## src/rtl/pe_sequencer.sv

```systemverilog
// Static-schedule controller for the PE's 3-operand ALU: fetches one instruction per cycle,
// reads its three operands, presents them to the ALU and writes the result back, with no stalls.
module pe_sequencer #(
  parameter int DWIDTH    = 32,
  parameter int DM_AWIDTH = 8,
  parameter int IM_AWIDTH = 8,
  parameter int ALU_LAT   = 4,
  parameter int OPC_SKEW  = 3,
  parameter int IWIDTH    = 4 + 4*DM_AWIDTH + 1
) (
  input  logic                 Clk,
  input  logic                 Reset,
  input  logic                 Start,
  input  logic [IM_AWIDTH:0]   Inst_Count,
  output logic                 Busy,
  output logic                 Done,
  output logic [IM_AWIDTH-1:0] Inst_Addr,
  input  logic [IWIDTH-1:0]    Inst_Data,
  output logic [DM_AWIDTH-1:0] Dm_Rd_Addr0,
  output logic [DM_AWIDTH-1:0] Dm_Rd_Addr1,
  output logic [DM_AWIDTH-1:0] Dm_Rd_Addr2,
  input  logic [DWIDTH-1:0]    Dm_Rd_Data0,
  input  logic [DWIDTH-1:0]    Dm_Rd_Data1,
  input  logic [DWIDTH-1:0]    Dm_Rd_Data2,
  output logic [DWIDTH-1:0]    ALU_In0,
  output logic [DWIDTH-1:0]    ALU_In1,
  output logic [DWIDTH-1:0]    ALU_In2,
  output logic [3:0]           Opcode,
  input  logic [DWIDTH-1:0]    ALU_Out,
  output logic                 Dm_Wr_En,
  output logic [DM_AWIDTH-1:0] Dm_Wr_Addr,
  output logic [DWIDTH-1:0]    Dm_Wr_Data
);

  // Stage k of the delay line holds an instruction two cycles after its fetch address plus k;
  // the last stage feeds the write-back register, so its length is set by the ALU latency.
  localparam int DEPTH = ALU_LAT + 1;

  localparam logic [1:0] IDLE  = 2'd0;
  localparam logic [1:0] RUN   = 2'd1;
  localparam logic [1:0] DRAIN = 2'd2;

  localparam logic [IM_AWIDTH:0]   CNT_ONE = {{IM_AWIDTH{1'b0}}, 1'b1};
  localparam logic [IM_AWIDTH-1:0] PC_ONE  = {{(IM_AWIDTH-1){1'b0}}, 1'b1};

  logic [1:0]                 state_q, state_d;
  logic [IM_AWIDTH-1:0]       pc_q, pc_d;
  logic [IM_AWIDTH:0]         count_q, count_d;
  logic                       busy_q, busy_d;
  logic                       done_q, done_d;
  logic                       fetch_v_q, fetch_v_d;
  logic [DEPTH-1:0]           pv_q, pv_d;
  logic [DEPTH-1:0][3:0]      pop_q, pop_d;
  logic [DEPTH-1:0][DM_AWIDTH-1:0] pdst_q, pdst_d;
  logic [DEPTH-1:0]           pwr_q, pwr_d;
  logic [DWIDTH-1:0]          alu_in0_q, alu_in0_d;
  logic [DWIDTH-1:0]          alu_in1_q, alu_in1_d;
  logic [DWIDTH-1:0]          alu_in2_q, alu_in2_d;
  logic [3:0]                 opcode_q, opcode_d;
  logic                       wr_en_q, wr_en_d;
  logic [DM_AWIDTH-1:0]       wr_addr_q, wr_addr_d;

  logic [3:0]                 inst_op_s;
  logic [DM_AWIDTH-1:0]       inst_dst_s;
  logic                       inst_wr_s;

  assign inst_op_s   = Inst_Data[IWIDTH-1 -: 4];
  assign Dm_Rd_Addr0 = Inst_Data[IWIDTH-5 -: DM_AWIDTH];
  assign Dm_Rd_Addr1 = Inst_Data[IWIDTH-5-DM_AWIDTH -: DM_AWIDTH];
  assign Dm_Rd_Addr2 = Inst_Data[IWIDTH-5-2*DM_AWIDTH -: DM_AWIDTH];
  assign inst_dst_s  = Inst_Data[DM_AWIDTH:1];
  assign inst_wr_s   = Inst_Data[0];

  // Sequencing FSM: program counter, run length capture, Busy and Done.
  always_comb begin
    state_d = state_q;
    pc_d    = pc_q;
    count_d = count_q;
    busy_d  = busy_q;
    done_d  = 1'b0;
    case (state_q)
      IDLE: begin
        if (Start) begin
          if (Inst_Count == {(IM_AWIDTH+1){1'b0}}) begin
            done_d = 1'b1;
          end else begin
            state_d = RUN;
            pc_d    = {IM_AWIDTH{1'b0}};
            count_d = Inst_Count;
            busy_d  = 1'b1;
          end
        end else begin
          state_d = IDLE;
        end
      end
      RUN: begin
        if ({1'b0, pc_q} == (count_q - CNT_ONE)) begin
          state_d = DRAIN;
        end else begin
          pc_d = pc_q + PC_ONE;
        end
      end
      DRAIN: begin
        // Done only once the final write has left the delay line.
        if (!fetch_v_q && (pv_q == {DEPTH{1'b0}})) begin
          state_d = IDLE;
          busy_d  = 1'b0;
          done_d  = 1'b1;
        end else begin
          state_d = DRAIN;
        end
      end
      default: begin
        state_d = IDLE;
        busy_d  = 1'b0;
      end
    endcase
  end

  // Operand capture, opcode/dst/wr delay lines and the write-back strobe.
  always_comb begin
    fetch_v_d = (state_q == RUN);
    pv_d      = {pv_q[DEPTH-2:0], fetch_v_q};
    pop_d     = {pop_q[DEPTH-2:0], inst_op_s};
    pdst_d    = {pdst_q[DEPTH-2:0], inst_dst_s};
    pwr_d     = {pwr_q[DEPTH-2:0], inst_wr_s};
    if (pv_q[0]) begin
      alu_in0_d = Dm_Rd_Data0;
      alu_in1_d = Dm_Rd_Data1;
      alu_in2_d = Dm_Rd_Data2;
    end else begin
      alu_in0_d = alu_in0_q;
      alu_in1_d = alu_in1_q;
      alu_in2_d = alu_in2_q;
    end
    if (pv_q[OPC_SKEW]) begin
      opcode_d = pop_q[OPC_SKEW];
    end else begin
      opcode_d = 4'b0000;
    end
    if (pv_q[ALU_LAT]) begin
      wr_en_d   = pwr_q[ALU_LAT] && (pop_q[ALU_LAT] != 4'b0000);
      wr_addr_d = pdst_q[ALU_LAT];
    end else begin
      wr_en_d   = 1'b0;
      wr_addr_d = {DM_AWIDTH{1'b0}};
    end
  end

  // All state; reset discards in-flight instructions so nothing is written back.
  always_ff @(posedge Clk or posedge Reset) begin
    if (Reset) begin
      state_q   <= IDLE;
      pc_q      <= {IM_AWIDTH{1'b0}};
      count_q   <= {(IM_AWIDTH+1){1'b0}};
      busy_q    <= 1'b0;
      done_q    <= 1'b0;
      fetch_v_q <= 1'b0;
      pv_q      <= {DEPTH{1'b0}};
      pop_q     <= '0;
      pdst_q    <= '0;
      pwr_q     <= {DEPTH{1'b0}};
      alu_in0_q <= {DWIDTH{1'b0}};
      alu_in1_q <= {DWIDTH{1'b0}};
      alu_in2_q <= {DWIDTH{1'b0}};
      opcode_q  <= 4'b0000;
      wr_en_q   <= 1'b0;
      wr_addr_q <= {DM_AWIDTH{1'b0}};
    end else begin
      state_q   <= state_d;
      pc_q      <= pc_d;
      count_q   <= count_d;
      busy_q    <= busy_d;
      done_q    <= done_d;
      fetch_v_q <= fetch_v_d;
      pv_q      <= pv_d;
      pop_q     <= pop_d;
      pdst_q    <= pdst_d;
      pwr_q     <= pwr_d;
      alu_in0_q <= alu_in0_d;
      alu_in1_q <= alu_in1_d;
      alu_in2_q <= alu_in2_d;
      opcode_q  <= opcode_d;
      wr_en_q   <= wr_en_d;
      wr_addr_q <= wr_addr_d;
    end
  end

  assign Busy       = busy_q;
  assign Done       = done_q;
  assign Inst_Addr  = pc_q;
  assign ALU_In0    = alu_in0_q;
  assign ALU_In1    = alu_in1_q;
  assign ALU_In2    = alu_in2_q;
  assign Opcode     = opcode_q;
  assign Dm_Wr_En   = wr_en_q;
  assign Dm_Wr_Addr = wr_addr_q;
  assign Dm_Wr_Data = ALU_Out;

endmodule
```

## config.mk

```make
export PLATFORM = sky130hd
export DESIGN_NAME = pe_sequencer
export DESIGN_NICKNAME = d
export VERILOG_FILES = /design/src/rtl/pe_sequencer.sv
export SDC_FILE = /design/constraint.sdc
export NUM_CORES = 1
export LEC_CHECK = 0
export CORE_MARGIN = 4
export CORE_UTILIZATION = 42
export CTS_BUF_LIST = sky130_fd_sc_hd__clkbuf_8
export DETAILED_ROUTE_END_ITERATION = 6
export HOLD_SLACK_MARGIN = 0.03
export PLACE_DENSITY = 0.82
export REMOVE_ABC_BUFFERS = 1
export SLEW_MARGIN = 25
export SYNTH_ARGS = -nofsm -noshare
export SYNTH_HDL_FRONTEND = slang
export SYNTH_SLANG_ARGS = --single-unit
```

## constraint.sdc

```tcl
create_clock -name Clk -period 8.2 [get_ports Clk]
set_clock_uncertainty 0.05 [all_clocks]
set_input_delay 1.23 -clock Clk [delete_from_list [all_inputs] [get_ports Clk]]
set_output_delay 1.23 -clock Clk [all_outputs]
set_load 0.005 [all_outputs]
```

Word-level counts from Yosys, hierarchy flattened
Cells that the tools add are included.
{"block": "totals", "regBits": 201, "word_cells": 69}
{"block": "classes", "n_reduce_logical": 12, "n_addsub": 2, "mux": 20, "n_eq_ne": 9, "bitwise_logic": 2}
{"operator": "two-way mux 8 bit", "n": 4}
{"operator": "one-hot mux 8 bit (2 select lines)", "n": 1}
{"operator": "equality test 8 x 9 -> 1 bit", "n": 1}
{"operator": "logical NOT 9 bit", "n": 1}
{"operator": "subtractor 9 x 1 -> 9 bit, second input constant", "n": 1}
{"operator": "adder 8 x 1 -> 8 bit, second input constant", "n": 1}
{"operator": "two-way mux 2 bit", "n": 4}
{"operator": "inequality test 2 bit, second input constant", "n": 4}
{"operator": "AND reduction 4 bit", "n": 2}
{"operator": "two-way mux 1 bit", "n": 7}
{"operator": "one-hot mux 2 bit (3 select lines)", "n": 1}
{"operator": "logical NOT 5 bit", "n": 1}
{"operator": "two-way mux 4 bit", "n": 1}
{"operator": "nonzero test 4 bit", "n": 1}
{"operator": "inequality test 3 bit, second input constant", "n": 1}
{"operator": "one-hot mux 1 bit (3 select lines)", "n": 1}
{"operator": "AND reduction 3 bit", "n": 1}
{"operator": "equality test 2 x 1 -> 1 bit, second input constant", "n": 1}
{"operator": "equality test 2 bit, second input constant", "n": 1}
{"operator": "logical AND 1 bit", "n": 2}
{"operator": "logical NOT 2 bit", "n": 1}
{"operator": "inequality test 2 x 1 -> 1 bit, second input constant", "n": 1}
{"operator": "NOT 1 bit", "n": 2}
{"operator": "one-hot mux 1 bit (2 select lines)", "n": 1}
{"operator": "3 further kinds", "n": 3}

Longest topological paths before layout
Gate-level depths: netlist (run 1).
{"block": "depth", "word_depth": 4, "depth_mapped": 10}

Least setup slack after synthesis (run 1)
OpenSTA, ideal clock, no wires.
{"block": "synth_timing", "path_kind": "input to output", "startpoint": "in Inst_Data[25]", "endpoint": "out Dm_Rd_Addr0[0]", "n_path_buf": 1, "path_stages": 1, "arrival_ns": 1.341, "setup_slack_ns": 5.579, "cell_sequence": "buf_4"}
{"element": "from (decl)", "line_no": "18", "rtl": "input logic [IWIDTH-1:0] Inst_Data,"}
{"element": "to (decl)", "line_no": "19", "rtl": "output logic [DM_AWIDTH-1:0] Dm_Rd_Addr0,"}
No word-level cell between the ends.

Worst setup path in the final report (run 1)
{"block": "layout_timing", "startpoint": "reg count_q[0]", "endpoint": "reg pc_q[2], in the netlist Inst_Addr[2]"}
{"block": "layout_between", "elab_chain_len": 4}
{"element": "from (decl)", "line_no": "48", "rtl": "logic [IM_AWIDTH:0] count_q, count_d;"}
{"element": "from (signal assigned)", "line_no": "155", "rtl": "count_q <= {(IM_AWIDTH+1){1'b0}};"}
{"element": "from (signal assigned)", "line_no": "172", "rtl": "count_q <= count_d;"}
{"element": "subtractor 9 x 1 -> 9 bit", "line_no": "97", "rtl": "if ({1'b0, pc_q} == (count_q - CNT_ONE)) begin"}
{"element": "equality test 8 x 9 -> 1 bit", "line_no": "97"}
{"element": "inequality test 2 bit (no line)"}
{"element": "AND reduction 4 bit (no line)"}
{"element": "to (signal assigned)", "line_no": "154", "rtl": "pc_q <= {IM_AWIDTH{1'b0}};"}
{"element": "to (signal assigned)", "line_no": "171", "rtl": "pc_q <= pc_d;"}
{"element": "to (decl)", "line_no": "47", "rtl": "logic [IM_AWIDTH-1:0] pc_q, pc_d;"}
Every way passes these cells.
A chain may end at the register's enable or synchronous reset.

==> results list, run 1 <==
* Number of hold-repair buffers added at the cts stage: 0
* Cell type contributing the most total cell area after synthesis: dfrtp_1
* Setup TNS after final layout: 0 ps
* Detailed-route DRC error count: 0
- In this run the worst path has a maximum fanout of 14.
* Diode insertion count for antenna repair: 0
- In this run the worst hold path is classified as flop to flop.
- The tool flagged a number of max-cap violations equal to 0.
* Starting DRC count in detailed routing: 160
- # Post-CTS Setup Buffers: 0
- Buffers placed on the I/O ports in this run total 239.
- In this run the vertical extent of the chip is approximately 140 µm.
- The clock tree synthesis step divided the H-tree into 2 levels.
- The die covers approximately 0.020 mm².
* RSZ-0062 raised after global routing: false
- Wire length of the first global-routing pass: between 30000 and 40000 µm
* Setup Viol. Count Final: 0
- Flip-flop cell with the highest count after synthesis: dfrtp_1
- The worst setup path is launched from a flop.
- Critical Path, Cell by Cell: inv_1, ha_1, nor3b_1, nand2_1, xnor2_1, nor4_1, a31oi_4, a21o_2, a21oi_1
* Combinational Power Share: 30.0%
- Maximum number of pins on one net before global-route repair: between 100 and 150
- Vias per Instance: between 4 and 5
- The internal power of the cells totals around 2400 µW.
- The routed layout has 4602 vias.
- Slew at the pin with the worst max-slew slack: 931 ps
* Worst R2R Setup Slack: between 5000 and 6000 ps
* Placement Setup Slack: approximately 4700 ps
- Slew Limit Fails: 0
* Synth async-reset ratio: 100%
- The number of global-route vias before repair was approximately 5200.
- For this run, the top clock speed supported by timing is roughly 330 MHz.
- Required time of the critical path: approximately 8600 ps
* Final global-route overflow total: 0
- In this run the power density over the cells is 327 mW/mm².
* Starting density of the core: between 40% and 50%
- Minimum period implied by the final worst setup slack: roughly 3000 ps
* Highest cell delay on the worst timing path: 770 ps
* Number of gates resized after CTS: 0
- Total number of yosys warnings: 0
* Period utilization: a little under two fifths
- Sequential elements use approximately 68% of the synthesized area.
- After synthesis, the mean cell area works out to 14.8 µm².
- Antenna violations before repair: 0
- Data on the critical path arrives at its endpoint at ~3400 ps.
- In this run, the clock network consumes a little over a quarter of the power.
* Area Overhead vs Synth: 39.6%
- Number of enable flip-flop cells after synthesis: 0
* DRT Pass-1 Iters: 4
- Die Span X: approximately 140 µm
* Nets@finish: between 800 and 900
- Measured in cells, the most critical reg-to-reg path has a length of 9.
- TritonCTS created 35 clock buffers.
* Slowest cell on the critical path: nor4_1
- The mapped netlist covers around 0.0074 mm².
- In the global route stage, overall resource usage came out at 20.4%.
* Clock latency of the later-clocked register in the worst-skew pair: about 500 ps
* Maximum clock path buffer count: 3
- Core region area: approximately 0.017 mm²
- The endpoint identified for the worst register-to-register timing path is Inst_Addr[2]$_DFFE_PP0P_.
- After detailed routing, the total wire length is slightly above 20000 µm.
* Switching fraction of total power: between 20% and 30%
* Routed length per placed instance: between 20 and 25 µm
* Remaining antenna violation count after routing: 0
- Largest cells by area after synthesis: dfrtp_1 (68%), mux2_2 (15%), buf_4 (5.7%)
* Worst Setup Path Type: flop to flop
- The startpoint identified for the worst register-to-register timing path is count_q[0]$_DFFE_PP0P_.
- Clock edge transition at the registers on the reported setup and hold paths: 60 ps
- Critical Path Source: count_q[0]$_DFFE_PP0P_
- Post-route insts no fill: around 960
- Post-Syn Instances: about 500
* Sink Count: between 200 and 250
- Final hold analysis gives a worst-case slack of ~300 ps.
* TritonCTS clock tree: done
- Relative slew slack: a little under two fifths
* Run status: finished clean
- Number of ports placed on the die boundary: ~350
* Number of different library cells in the post-synthesis netlist: 42
* Count of final hold-check violations: 0
- Switching power of the nets: ~970 µW
- Maximum vdd ir drop: 203 µV
- Fraction of synthesized cell area taken by the top area cell type: between 60% and 70%
* Capture point of the critical path: Inst_Addr[2]$_DFFE_PP0P_
* Root Buffer Master: clkbuf_8
* Weighted congestion at the end of routability-driven global placement: just over 0.8
- Of the total power, registers draw 43.6%.
- #FFs+latches synth: about 200
- Leakage dissipation: 0.00446 µW
- Including well taps, the total number of placed cells is about 900.
- In the post-route analysis, the smallest setup slack over all paths is around 5200 ps.
- Row Count: 48
* Element type at the critical path end: flop
* Share of layout cells above drive strength 1: 21.5%
- Once detailed placement completed, the half-perimeter wirelength came to between 15000 and 20000 µm.
==> cell type report <==
class,count,area (µm²)
Clock buffer,44,606
Clock inverter,15,100
Fill cell,1292,6960
Inverter,8,37.5
Multi-Input combinational cell,221,1860
Sequential cell,201,5030
Tap cell,225,282
Timing Repair Buffer,241,2420
==> cells in the final DEF, fill, tap and decap left out, drive strengths merged, types with 2 or more instances in the layout <==
| cell | synthesis | layout |
|---|---|---|
| nand3 | 10 | 10 |
| nor3 | 4 | 4 |
| and2 | 13 | 13 |
| a31oi | 2 | 2 |
| clkinvlp | 0 | 2 |
| ha | 2 | 2 |
| nor4 | 5 | 5 |
| nor3b | 2 | 2 |
| a21o | 4 | 4 |
| nor2 | 7 | 7 |
| mux2 | 97 | 97 |
| buf | 60 | 2 |
| a22o | 2 | 2 |
| nand2b | 3 | 3 |
| xnor2 | 5 | 5 |
| nand2 | 36 | 36 |
| clkdlybuf4s50 | 0 | 239 |
| mux2i | 3 | 3 |
| o21ai | 4 | 4 |
| inv | 8 | 20 |
| dfrtp | 201 | 201 |
| xor2 | 6 | 6 |
| a21oi | 2 | 2 |
| nand4 | 2 | 2 |
| clkbuf | 12 | 44 |
==> power by group through the flow <==
stage | registers, µW | clock network (µW) | logic (µW)
2_1_floorplan | 1470 | 0 | 457
3_3_place_gp | 1510 | 0 | 942
3_5_place_dp | 1480 | 0 | 1020
4_1_cts | 1470 | 924 | 1030
5_1_grt | 1510 | 974 | 1090
6_report | 1470 | 894 | 1010
==> critical path: cells and delay by family (launching register included) <==
family / cells / cell delay, ps
compound gates: 3 / 700
fa+ha+maj: 1 / 230
simple gates: 3 / 1270
xor+xnor: 1 / 150
buf+inv: 1 / 100
flops: 1 / 420
==> per-stage QoR <==
stage	area [µm²]	util, %	power [µW]
floorplan	6920	-	1930
global placement	9610	55.6	2450
global route	10300	59.8	3570
finish	10300	59.8	3380
CTS	10300	59.8	3420
detailed placement	9630	55.7	2500
==> cells in the mapped netlist, types with 2 or more instances <==
library cell / instances
dfrtp_1: 201
mux2_2: 97
buf_4: 56
nand2_1: 36
and2_1: 12
clkbuf_1: 12
inv_1: 8
nand3_1: 8
nor2_1: 7
xor2_1: 6
nor4_1: 5
xnor2_1: 5
nor3_1: 4
o21ai_0: 4
mux2i_1: 3
nand2b_1: 3
a21o_1: 2
a21o_2: 2
a21oi_1: 2
a22o_1: 2
buf_1: 2
ha_1: 2
nand3_2: 2
nand4_1: 2
nor3b_1: 2
==> worst min-delay path by stage <==
stage / startpoint / endpoint / slack, ps / cells past startpoint
after floorplan: pdst_d[8]$_DFF_PP0_ / pdst_d[16]$_DFF_PP0_ / 280 / 0
after global placement: pdst_d[32]$_DFF_PP0_ / pdst_q[32]$_DFF_PP0_ / 280 / 0
after detailed placement: pdst_d[28]$_DFF_PP0_ / pdst_d[36]$_DFF_PP0_ / 280 / 0
after CTS: pop_d[7]$_DFF_PP0_ / pop_d[11]$_DFF_PP0_ / 290 / 0
after global routing: pwr_q[1]$_DFF_PP0_ / pwr_q[2]$_DFF_PP0_ / 300 / 0
final: pdst_d[24]$_DFF_PP0_ / pdst_d[32]$_DFF_PP0_ / 300 / 0
==> cells by family after synthesis <==
| logic type | after synthesis | synth area share (%) |
|---|---|---|
| xor gates and xnor gates | 11 | 1.30 |
| adders and majority gates | 2 | 0.338 |
| AOI/OAI and AO/OA | 23 | 2.55 |
| muxes | 100 | 15.2 |
| and+or+nand+nor | 85 | 5.74 |
| buffers and inverters | 80 | 7.01 |
| DFF | 201 | 67.9 |
==> state kept, by name, summed over array words and instances, names as in the netlist <==
signal	count
ALU_In0	32
ALU_In1	32
ALU_In2	32
pdst_d	32
pop_d	16
count_q	9
Dm_Wr_Addr	8
Inst_Addr	8
pdst_q	8
pv_q	5
pwr_q	5
Opcode	4
pop_q	4
state_q	2
Busy	1
Dm_Wr_En	1
Done	1
fetch_v_q	1
==> routing by layer <==
layer	vias up	track usage (%)	part of all wire, %
li1	2050	-	-
met3	40	16.9	18
met2	286	27.9	42
met1	2220	23.2	37
met5	-	7.77	1.0
met4	6	6.68	2.0
(Power assumes the default switching activity.)
==> run 2: changes to the inputs <==
Clock period 8.2 ns to 2.9 ns, I/O delays scaled along.
==> results list, run 2 (synthesis gave the netlist of run 1 again) <==
- Commonest non-fill, non-tap cell in the layout: clkdlybuf4s50_1
- Number of ports placed on the die boundary: 352 (unchanged)
* Starting DRC count in detailed routing: 113 (-29%)
* Crit path DAT: 3050 ps (-330 ps)
* Hpwl dp: 15400 µm (+1.9%)
- Root Buffer Master: clkbuf_8
- Routed length per placed instance: 21.1 µm (-0.16%)
- Critical Path Source: count_q[0]$_DFFE_PP0P_
* Placed cells: 903 (+0.78%)
- Crit path max fanout: 14 (unchanged)
- Sink Count: 201 (unchanged)
- Clock edge transition at the registers on the reported setup and hold paths: 60 ps (about the same)
- Setup Viol. Count Final: 0 (unchanged)
* Busiest layer in global routing: met2
* Minimum period implied by the final worst setup slack: 2710 ps (-298 ps)
- Starting density of the core: 42.8% (unchanged)
- Cell type group with the largest total delay on the critical path: compound AO/OA/AOI/OAI gates
- The die height came to 141 µm (unchanged).
- The number of endpoints with negative hold slack in the final report was 0 (unchanged).
- Slowest cell on the critical path: or4_4
- The area growth from synthesis to layout is 40.3%.
* Vias: 4669 (+1.5%)
- The post-CTS resize count was 0 (unchanged).
* H-tree levels: 2 (unchanged)
- The total core area came to 0.0173 mm² (unchanged).
* Share of layout cells above drive strength 1: 22.2% (+0.72 points)
- Number of CTS-inserted buffers: 34 (-2.9%)
* Weighted congestion at the end of routability-driven global placement: 0.845 (+3.7%)
- Setup repair after global routing left no endpoint under its margin.
* Clock latency of the later-clocked register in the worst-skew pair: 500 ps (about the same)
- Period utilization: 93.5% (+57 points)
- Remaining antenna violation count after routing: 0 (unchanged)
- The number of standard cells in the layout, taps in and fillers out was 963 (+0.84%).
* Number of hold-repair buffers added at the cts stage: 0 (unchanged)
- The maximum number of pins on one net before global-route repair is 78 (-38%).
* Nets@finish: 893 (+0.68%)
* Total Wirelength: 20300 µm (+0.67%)
- Detailed-route DRC error count: 0 (unchanged)
- The path class of the tightest hold or removal check is flop to flop.
- All-layer global routing usage: 20.4% (+0.023 points)
- The cell count of the worst reg-to-reg path was 8 (-1).
* Die Span X: 141 µm (unchanged)
- Capture point of the critical path: Inst_Addr[6]$_DFFE_PP0P_
- The global-route wire length before repair was 30700 µm (+0.32%).
- Die outline area: 0.0198 mm² (unchanged)
- The total setup buffers inserted after CTS was 0 (unchanged).
- Maximum vdd ir drop: 560 µV (+180%)
* Vias per Instance: 4.85 (+0.61%)
- Count of buffers from port buffering: 239 (unchanged)
- The hold-critical path depth came to 0 (unchanged).
- The number of buffers and inverters on the critical path was 1 (unchanged).
- The startpoint identified for the worst register-to-register timing path is count_q[0]$_DFFE_PP0P_.
- Overall power after layout: 9460 µW (+180%)
* Highest cell delay on the worst timing path: 570 ps (-200 ps)
* Row Count: 48 (unchanged)
* Max cap viols: 0 (unchanged)
* Run status: finished clean
- Met3 routing resource usage after global routing: 18.0% (+1.2 points)
* Maximum clock path buffer count: 3 (unchanged)
- Worst Setup Path Type: flop to flop
* Antenna violations before repair: 2 (+2)
- Diode insertion count for antenna repair: 0 (unchanged)
* Filler Cells Inserted: 1306 (+1.1%)
- The power density over the cells is 910 mW/mm² (+180%).
* Slew Limit Fails: 0 (unchanged)
- The number of global-route vias before repair is 5182 (-1.1%).
- Crit Reg-Reg Endpoint: Inst_Addr[6]$_DFFE_PP0P_
- The worst endpoint required time came to 3240 ps (-5330 ps).
- The achievable frequency was 369 MHz (+11%).
- The number of detailed-route iterations in the first pass was 4 (unchanged).
- The leakage power came to 0.00450 µW (+0.96%).
- Final global-route overflow total: 0 (unchanged)
- Most frequent cells in the layout: clkdlybuf4s50_1 (239), dfrtp_1 (200), mux2_2 (97)
* Worst R2R Setup Slack: 190 ps (-5000 ps)
* Element type at the critical path end: flop
* Fraction of met2 tracks used by global routing: 28.2% (+0.30 points)
* Levels on crit path: 8 (-1)
- Met1 usage: 22.7% (-0.50 points)
- Worst Setup Start Kind: flop
- TritonCTS built the clock tree.
- Slew at the pin with the worst max-slew slack: 593 ps (-337 ps)
- The worst slew margin relative to its limit came to 60.4% (+23 points).
- Critical Path, Cell by Cell: or4_4, o2111a_1, a311oi_1, o31ai_1, buf_4, a31oi_4, nand4_1, mux2i_1
- Worst hold start: pdst_d[19]$_DFF_PP0_
- Final standard cell utilization of the core: 60.1% (+0.30 points)
-- run 2: cell types whose count changed in the layout (fill, tap and decap cells not counted), moves of 3 or more --
| cell | change |
|---|---|
| buf_4 | +4 |
| clkinv_2 | +5 |
| clkbuf_8 | -3 |
| buf_12 | +4 |
-- run 2: how the worst min path moves through the flow --
stage / end / slack [ps]
2_1_floorplan: pdst_d[16]$_DFF_PP0_ / 280
3_3_place_gp: pwr_q[4]$_DFF_PP0_ / 280
3_5_place_dp: pdst_d[18]$_DFF_PP0_ / 280
4_1_cts: pdst_d[8]$_DFF_PP0_ / 280
5_1_grt: pdst_d[8]$_DFF_PP0_ / 280
6_report: pdst_d[27]$_DFF_PP0_ / 290
-- run 2: final cells by class --
type | instances | area (µm²) | share of cell area, %
flip-flops and latches | 201 | 5030 | 48.4
repair buffers | 248 | 2520 | 24.3
multi-input cells | 221 | 1860 | 17.9
clock buffers | 41 | 564 | 5.43
well taps | 225 | 282 | 2.71
clock inverters | 19 | 93.8 | 0.903
inverters | 8 | 37.5 | 0.361
-- run 2: metrics by stage --
step                cell area, µm²  hold slack [ps]  worst slack [ps]  setup TNS (ps)
global placement              9730              284               389               0
finish                       10400              291               188               0
CTS                          10400              284               239               0
detailed placement            9730              285               244               0
floorplan                     6920              281             -3070         -616540
global route                 10400              282              69.8               0
-- run 2: where the power goes --
group	switching [µW]	total (µW)	leakage, µW	internal [µW]
Sequential	640	4140	0.00234	3500
Clock	1090	2380	0.000384	1290
Combinational	1020	2940	0.00177	1910
Total	2750	9460	0.00450	6700
-- run 2: per-layer routing --
metal  up-vias  wire length (µm)
met5         -               195
met3        47              3860
li1       2070                 -
met2       322              8510
met4         8               416
met1      2222              7320
